[src/rtl/cvxif_core_agent.sv]
// Core-side CV-X-IF agent: accepts one offloaded instruction at a time, drives it through
// issue/register (non-split) and commit, tracks ids awaiting results, and forwards results to the
// core register-file writeback port.
module cvxif_core_agent #(
    parameter int unsigned XLEN        = 32,
    parameter int unsigned NrRgprPorts = 2,
    parameter int unsigned IdWidth     = 2
) (
    input  logic                        clk_i,
    input  logic                        rst_ni,
    input  logic                        off_valid_i,
    output logic                        off_ready_o,
    input  logic [31:0]                 off_instr_i,
    input  logic [NrRgprPorts*XLEN-1:0] off_rs_i,
    input  logic                        off_flush_i,
    output logic                        dec_done_o,
    output logic                        dec_accept_o,
    output logic                        dec_writeback_o,
    output logic [IdWidth-1:0]          dec_id_o,
    output logic                        x_issue_valid_o,
    input  logic                        x_issue_ready_i,
    output logic [31:0]                 x_issue_instr_o,
    output logic [IdWidth-1:0]          x_issue_id_o,
    input  logic                        x_issue_accept_i,
    input  logic                        x_issue_writeback_i,
    output logic                        x_register_valid_o,
    output logic [NrRgprPorts*XLEN-1:0] x_register_rs_o,
    output logic [NrRgprPorts-1:0]      x_register_rs_valid_o,
    output logic                        x_commit_valid_o,
    output logic [IdWidth-1:0]          x_commit_id_o,
    output logic                        x_commit_kill_o,
    input  logic                        x_result_valid_i,
    output logic                        x_result_ready_o,
    input  logic [IdWidth-1:0]          x_result_id_i,
    input  logic [XLEN-1:0]             x_result_data_i,
    input  logic [4:0]                  x_result_rd_i,
    input  logic                        x_result_we_i,
    output logic                        wb_valid_o,
    input  logic                        wb_ready_i,
    output logic [IdWidth-1:0]          wb_id_o,
    output logic [4:0]                  wb_rd_o,
    output logic [XLEN-1:0]             wb_data_o,
    output logic                        wb_we_o,
    output logic                        err_id_o
);

    localparam int unsigned NumIds = 1 << IdWidth;

    typedef enum logic [1:0] {
        StIdle,
        StIssue,
        StCommit
    } state_e;

    state_e                        r_state;
    state_e                        w_state_next;

    logic [IdWidth-1:0]            r_next_id;
    logic [NumIds-1:0]             r_outstanding;
    logic [NumIds-1:0]             w_outstanding_next;
    logic                          r_flush_pending;
    logic [31:0]                   r_instr;
    logic [NrRgprPorts*XLEN-1:0]   r_rs;
    logic [IdWidth-1:0]            r_id;
    logic                          r_accept;
    logic                          r_writeback;

    logic                          r_wb_valid;
    logic [IdWidth-1:0]            r_wb_id;
    logic [4:0]                    r_wb_rd;
    logic [XLEN-1:0]               r_wb_data;
    logic                          r_wb_we;
    logic                          r_err_id;

    logic                          w_off_ready;
    logic                          w_issue;
    logic                          w_commit;
    logic                          w_off_fire;
    logic                          w_issue_fire;
    logic                          w_kill;
    logic                          w_commit_set;
    logic                          w_commit_drop;
    logic                          w_res_ready;
    logic                          w_res_fire;
    logic                          w_res_same_id;
    logic                          w_res_hit;

    // State register; reset abandons any instruction in flight without committing it.
    always_ff @(posedge clk_i) begin
        if (!rst_ni) begin
            r_state <= StIdle;
        end else begin
            r_state <= w_state_next;
        end
    end

    // Next-state and phase decode.
    always_comb begin
        w_state_next = r_state;
        w_off_ready  = 1'b0;
        w_issue      = 1'b0;
        w_commit     = 1'b0;
        unique case (r_state)
            StIdle: begin
                // The id about to be handed out must not still be waiting for a result.
                w_off_ready = !r_outstanding[r_next_id];
                if (off_valid_i && w_off_ready) begin
                    w_state_next = StIssue;
                end
            end
            StIssue: begin
                w_issue = 1'b1;
                if (x_issue_ready_i) begin
                    w_state_next = StCommit;
                end
            end
            StCommit: begin
                w_commit     = 1'b1;
                w_state_next = StIdle;
            end
            default: begin
                w_state_next = StIdle;
            end
        endcase
    end

    assign w_off_fire   = off_valid_i & w_off_ready;
    assign w_issue_fire = w_issue & x_issue_ready_i;

    // A late flush during the commit cycle still kills the instruction.
    assign w_kill        = !r_accept | r_flush_pending | off_flush_i;
    assign w_commit_set  = w_commit & r_accept & r_writeback & !w_kill;
    assign w_commit_drop = w_commit & w_kill;

    assign w_res_ready   = !r_wb_valid | wb_ready_i;
    assign w_res_fire    = x_result_valid_i & w_res_ready;
    assign w_res_same_id = (x_result_id_i == r_id);
    assign w_res_hit     = r_outstanding[x_result_id_i] | (w_commit_set & w_res_same_id);

    // Instruction capture, issue response and id allocation.
    always_ff @(posedge clk_i) begin
        if (!rst_ni) begin
            r_next_id       <= '0;
            r_flush_pending <= 1'b0;
            r_instr         <= '0;
            r_rs            <= '0;
            r_id            <= '0;
            r_accept        <= 1'b0;
            r_writeback     <= 1'b0;
        end else begin
            if (w_off_fire) begin
                r_instr         <= off_instr_i;
                r_rs            <= off_rs_i;
                r_id            <= r_next_id;
                r_flush_pending <= 1'b0;
            end else if (w_issue && off_flush_i) begin
                r_flush_pending <= 1'b1;
            end
            if (w_issue_fire) begin
                r_accept    <= x_issue_accept_i;
                r_writeback <= x_issue_writeback_i;
                r_next_id   <= r_next_id + IdWidth'(1);
            end
        end
    end

    // Outstanding bitmap: a result taken in the same cycle as its commit never sets the bit.
    always_comb begin
        w_outstanding_next = r_outstanding;
        if (w_res_fire && r_outstanding[x_result_id_i]) begin
            w_outstanding_next[x_result_id_i] = 1'b0;
        end
        if (w_commit_set && !(w_res_fire && w_res_same_id)) begin
            w_outstanding_next[r_id] = 1'b1;
        end
    end

    // Outstanding bitmap register.
    always_ff @(posedge clk_i) begin
        if (!rst_ni) begin
            r_outstanding <= '0;
        end else begin
            r_outstanding <= w_outstanding_next;
        end
    end

    // Writeback buffer and unexpected-id error pulse.
    always_ff @(posedge clk_i) begin
        if (!rst_ni) begin
            r_wb_valid <= 1'b0;
            r_wb_id    <= '0;
            r_wb_rd    <= '0;
            r_wb_data  <= '0;
            r_wb_we    <= 1'b0;
            r_err_id   <= 1'b0;
        end else begin
            r_err_id <= w_res_fire & !w_res_hit & !(w_commit_drop & w_res_same_id);
            if (w_res_fire && w_res_hit) begin
                r_wb_valid <= 1'b1;
                r_wb_id    <= x_result_id_i;
                r_wb_rd    <= x_result_rd_i;
                r_wb_data  <= x_result_data_i;
                r_wb_we    <= x_result_we_i;
            end else if (wb_ready_i) begin
                r_wb_valid <= 1'b0;
            end
        end
    end

    assign off_ready_o           = w_off_ready;
    assign x_issue_valid_o       = w_issue;
    assign x_issue_instr_o       = r_instr;
    assign x_issue_id_o          = r_id;
    assign x_register_valid_o    = w_issue;
    assign x_register_rs_o       = r_rs;
    assign x_register_rs_valid_o = {NrRgprPorts{w_issue}};
    assign x_commit_valid_o      = w_commit;
    assign x_commit_id_o         = r_id;
    assign x_commit_kill_o       = w_commit_drop;
    assign dec_done_o            = w_commit;
    assign dec_accept_o          = w_commit & r_accept & !w_kill;
    assign dec_writeback_o       = w_commit & r_writeback & !w_kill;
    assign dec_id_o              = r_id;
    assign x_result_ready_o      = w_res_ready;
    assign wb_valid_o            = r_wb_valid;
    assign wb_id_o               = r_wb_id;
    assign wb_rd_o               = r_wb_rd;
    assign wb_data_o             = r_wb_data;
    assign wb_we_o               = r_wb_we;
    assign err_id_o              = r_err_id;

endmodule

[config.mk]
export PLATFORM = sky130hd
export DESIGN_NAME = cvxif_core_agent
export DESIGN_NICKNAME = d
export VERILOG_FILES = /design/src/rtl/cvxif_core_agent.sv
export SDC_FILE = /design/constraint.sdc
export NUM_CORES = 1
export LEC_CHECK = 0
export CAP_MARGIN = 25
export CORE_ASPECT_RATIO = 2
export CORE_MARGIN = 4
export CORE_UTILIZATION = 40
export DETAILED_ROUTE_END_ITERATION = 10
export GPL_TIMING_DRIVEN = 0
export PLACE_DENSITY = 0.88
export SETUP_SLACK_MARGIN = 0.2
export SKIP_LAST_GASP = 1
export SLEW_MARGIN = 20
export SYNTH_ARGS = -nofsm -noshare
export SYNTH_HDL_FRONTEND = slang
export SYNTH_SLANG_ARGS = --single-unit
[constraint.sdc]
create_clock -name clk_i -period 2.7 [get_ports clk_i]
set_input_delay 0.675 -clock clk_i [delete_from_list [all_inputs] [get_ports clk_i]]
set_output_delay 0.675 -clock clk_i [all_outputs]
set_load 0.02 [all_outputs]
* Yosys cells after proc, flatten, opt, wreduce, memory -nomap -nowiden *
Cells that the tools add are included.
Widths: inputs -> output; s select.

storage, ports and cells
  bits of input ports = 145
  register bits after elaboration = 151
  output and inout bits = 155

operators by class
  add/sub/neg operators = 1
  equal/unequal tests = 5
  reductions and logical operators = 19
  muxes and demuxes = 18
  bitwise gates (word level) = 22
  order comparisons = 5

operators with widths
  kind                 count
  $and 1x1->1          14
  $lt 2x3->1 const B   3
  $mux 1               9
  $logic_and 1x1->1    8
  $mux 4               2
  $logic_not 1->1      7
  $and 4x4->4          1
  $bmux 1 s2           2
  $demux 1 s2          2
  $ge 2x1->1 const B   2
  $mux 2               2
  $ne 2x2->1 const B   2
  $not 4->4            1
  $or 1x1->1           4
  $or 4x4->4           1
  $pmux 2 s2           1
  $add 2x1->2 const B  1
  $eq 2x1->1 const B   1
  $eq 2x2->1           1
  $eq 2x2->1 const B   1
  $logic_not 2->1      1
  $reduce_and 2->1     1
  $reduce_bool 2->1    1
  $reduce_or 2->1      1
  $not 1->1            1

* Logic depth before layout (Yosys ltp) *
  word-level depth = 10
  mapped depth = 7
  depth with buffers taken out = 4

* Worst setup path after synthesis *
No wires, ideal clock.

  path kind = input to output
  start = in off_flush_i
  end = out dec_writeback_o
  stages on the path = 3
  required time = 2.025 ns
  arrival = 1.413 ns
  buffers on the path = 1
  path slack = 0.612 ns
  cells stage by stage = nor3b_1 -> and2_1 -> clkbuf_1

on the way
  cells in the longest elaborated chain, start to end = 3

ends and longest elaborated chain
  element          line  source
  start, declared  15    input logic off_flush_i,
  $or 1x1->1       131   assign w_kill = !r_accept | r_flush_pending | off_flush_i;
  $logic_not 1->1  222   assign dec_writeback_o = w_commit & r_writeback & !w_kill;
  $and 1x1->1      222
  end, declared    18    output logic dec_writeback_o,

No other way between the ends.

* Worst setup path in the final report *
  start = reg r_next_id[0]
  end = out off_ready_o

on the way
  cells in the longest elaborated chain, start to end = 4

ends and longest elaborated chain
  element                       line  source
  start, declared               58    logic [IdWidth-1:0] r_next_id;
  start signal, assigned        162   r_next_id <= r_next_id + IdWidth'(1);
  $bmux 1 s2                    106   w_off_ready = !r_outstanding[r_next_id];
  $mux 1 (implied by the code)  106
  $logic_not 1->1               106
  $mux 1                        103   unique case (r_state)
  end, declared                 12    output logic off_ready_o,

No other way between the ends. The select of a mux whose other input is x is not followed.

==> results.cfg <==
[sta]
rsz0062_at_grt = false
finalCritPeriodShare = 0.911
hold_viol = 0
fin_skew_ns = 0.00750
fmax_mhz = 406
setup_viol = 0
drv_slew = 0
period_needed_ns = 2.46
tightest_slew_ns = 0.631
slew_headroom = 0.579

[cts]
clock-sinks = 151
clk_latency_ns = 0.42
clockRootBuffer = clkbuf_16
clk_pin_slew_ns = 0.06
clk_path_buf_depth = 2
numCtsBuffers = 17
ctsHtreeMaxLevel = 4
cts_tree = built
hold_buffers = 0

[floorplan]
core_area_um2 = 14300
initial_core_util = 0.406
die_width_um = 93.1
rows = 62
die_h_um = 178
pin_count = 300
die_area_um2 = 16600

[worst_setup_path]
path_class = register to output pin
cp-end-kind = output pin
r2r-start = r_next_id[0]
worst_ep_required_time_ns = 2.03
cp_max_fo = 4
startpoint_type = register
cp-startpoint = r_next_id[0]
cp.arrival_ns = 1.79

[global_routing]
grt.total_usage = 0.250
grt_pass1_wl_um = 32000
grt_pass1_vias = 6313
grt_start_max_net_pins = 17
overflow = 0
antenna_found_initial = 0

[placement]
dp_hpwl_um = 16100
io_buffers = 298
gp_congestion = 0.832

[finish]
final_core_util = 0.682
drive_above_1_share = 0.0708
area_growth_pct = 67.8
nets = 1152

[power]
cellLeakagePower_nw = 3.52
p_total_w = 0.00596
peakVddDrop_uv = 463
power_density_nw_per_um2 = 613

[route]
dr.pass1.iters = 4
vias_per_cell = 5.10
vias = 6170
routed_wl_um = 21000
drt_iter0_drc = 199
postRouteAntennaNets = 0
routedWlPerCell_um = 17.4
drc = 0

[yosys]
synth_fp_nets = 832
synth_warnings = 0
synth-main-ff-cell = dfxtp_1
syn_area_per_cell_um2 = 8.44
postSynth.asyncResetShare = 0
syn-cell-area_um2 = 5800
yosysSeqAreaShare = 0.521
synth_cell_types = 31
netlist_instances = 687
synth-seq-cells = 151
synth_edf_count = 0

[run_status]
status = completed

[run]
drv_cap = 0

[worst_hold_path]
min_from = x_register_rs_o[28]
hold_path_class = register to register
[where the power goes]
| part | leakage (nW) | switching [W] | total (W) | internal (W) |
|---|---|---|---|---|
| Combinational | 1.97 | 0.000458 | 0.000919 | 0.000461 |
| Sequential | 1.23 | 0.0000595 | 0.00239 | 0.00233 |
| Clock | 0.315 | 0.000912 | 0.00265 | 0.00174 |
| Total | 3.52 | 0.00143 | 0.00596 | 0.00453 |
[layout make-up]
cell class,count,area (µm²)
clock inverters,10,203
clock buffers,19,443
flip-flops and latches,151,3030
well taps,192,240
diodes,1,2.50
multi-input cells,468,2470
fillers,1139,4540
plain buffers,67,333
inverters,1,3.75
repair buffers,301,3010
[per-layer routing]
metal,vias to the layer above,global-route usage,part of all wire
li1,2948,-,-
met1,2890,0.236,0.34
met2,260,0.474,0.54
met3,72,0.0621,0.059
met4,0,0.144,0.056
met5,-,0,0
[what timing repair did]
item / 4_1_cts / 5_1_grt
pin swaps: 2 / 1
resized for setup: 28 / 6
buffers inserted: 3 / 0
setup endpoints to repair: 110 / 5
[synth_stat cells (2+ instances only)]
library cell	count	share of area
nand4_1	2	0.0022
nand3_1	104	0.090
o21ai_1	16	0.014
xnor2_1	4	0.0060
o21ai_0	85	0.073
nor2_1	2	0.0013
buf_4	8	0.010
nor2b_1	4	0.0043
clkbuf_1	42	0.027
nand2_1	182	0.12
nand4b_1	2	0.0030
mux4_2	2	0.0078
mux2i_1	40	0.069
o31ai_1	2	0.0026
and2_1	5	0.0054
dfxtp_1	151	0.52
buf_2	13	0.011
a21boi_0	6	0.0078
buf_6	4	0.0078
nor3b_1	2	0.0026
[per-stage QoR]
step,worst slack [ns],std cells,cell area [µm²],hold slack [ns],TNS [ns]
2_1_floorplan,0.612,687,5800,0.439,0
3_3_place_gp,-0.723,1177,9020,0.434,-3.92
3_5_place_dp,-0.726,1177,9020,0.441,-6.49
4_1_cts,0.0831,1209,9720,0.453,0
5_1_grt,0.210,1209,9730,0.476,0
6_report,0.239,1210,9730,0.452,0
[state kept, by name (all words and copies together) (netlist names), 2 cells and up]
name / count
wb_rd_o: 5
r_state: 2
r_outstanding: 4
r_next_id: 2
wb_data_o: 32
wb_id_o: 2
x_register_rs_o: 64
dec_id_o: 2
x_issue_instr_o: 32
[worst max-delay path, cell delays in order (launching register included)]
cell,delay (ns)
dfxtp_2,0.39
mux4_2,0.57
nor3_2,0.20
buf_2,0.22
[layout by cell type, fill, tap and decap left out, types with 2 or more instances in the layout]
cell / count
mux2i_1: 40
buf_2: 14
clkbuf_1: 41
and2_1: 4
dfxtp_1: 147
nor2_1: 2
dfxtp_2: 4
buf_4: 10
o21ai_0: 85
o21ai_1: 16
dlygate4sd2_1: 7
clkbuf_16: 17
xnor2_1: 4
nand4_1: 2
a21boi_0: 6
mux4_2: 2
nand4b_1: 2
nor2b_1: 3
clkdlybuf4s50_1: 288
clkinv_2: 3
o31ai_1: 2
bufinv_16: 6
buf_6: 5
nand2_1: 182
nand3_1: 104
[worst paths after layout]
kind	cells past startpoint	slack (ns)	to
setup / recovery	3	0.24	off_ready_o
hold / removal	2	0.45	x_register_rs_o[28]
hold reg to reg	2	0.45	x_register_rs_o[28]
setup reg to reg	6	0.51	x_register_rs_o[39]
[cells by family after synthesis]
group	count (synthesis)	share of synthesized area
AND/OR/NAND/NOR	309	0.236
flip-flops	151	0.521
AO/OA/AOI/OAI	113	0.103
buffers and inverters	68	0.0572
multiplexers	42	0.0768
XOR/XNOR	4	0.00604
(Power assumes the default switching activity.)
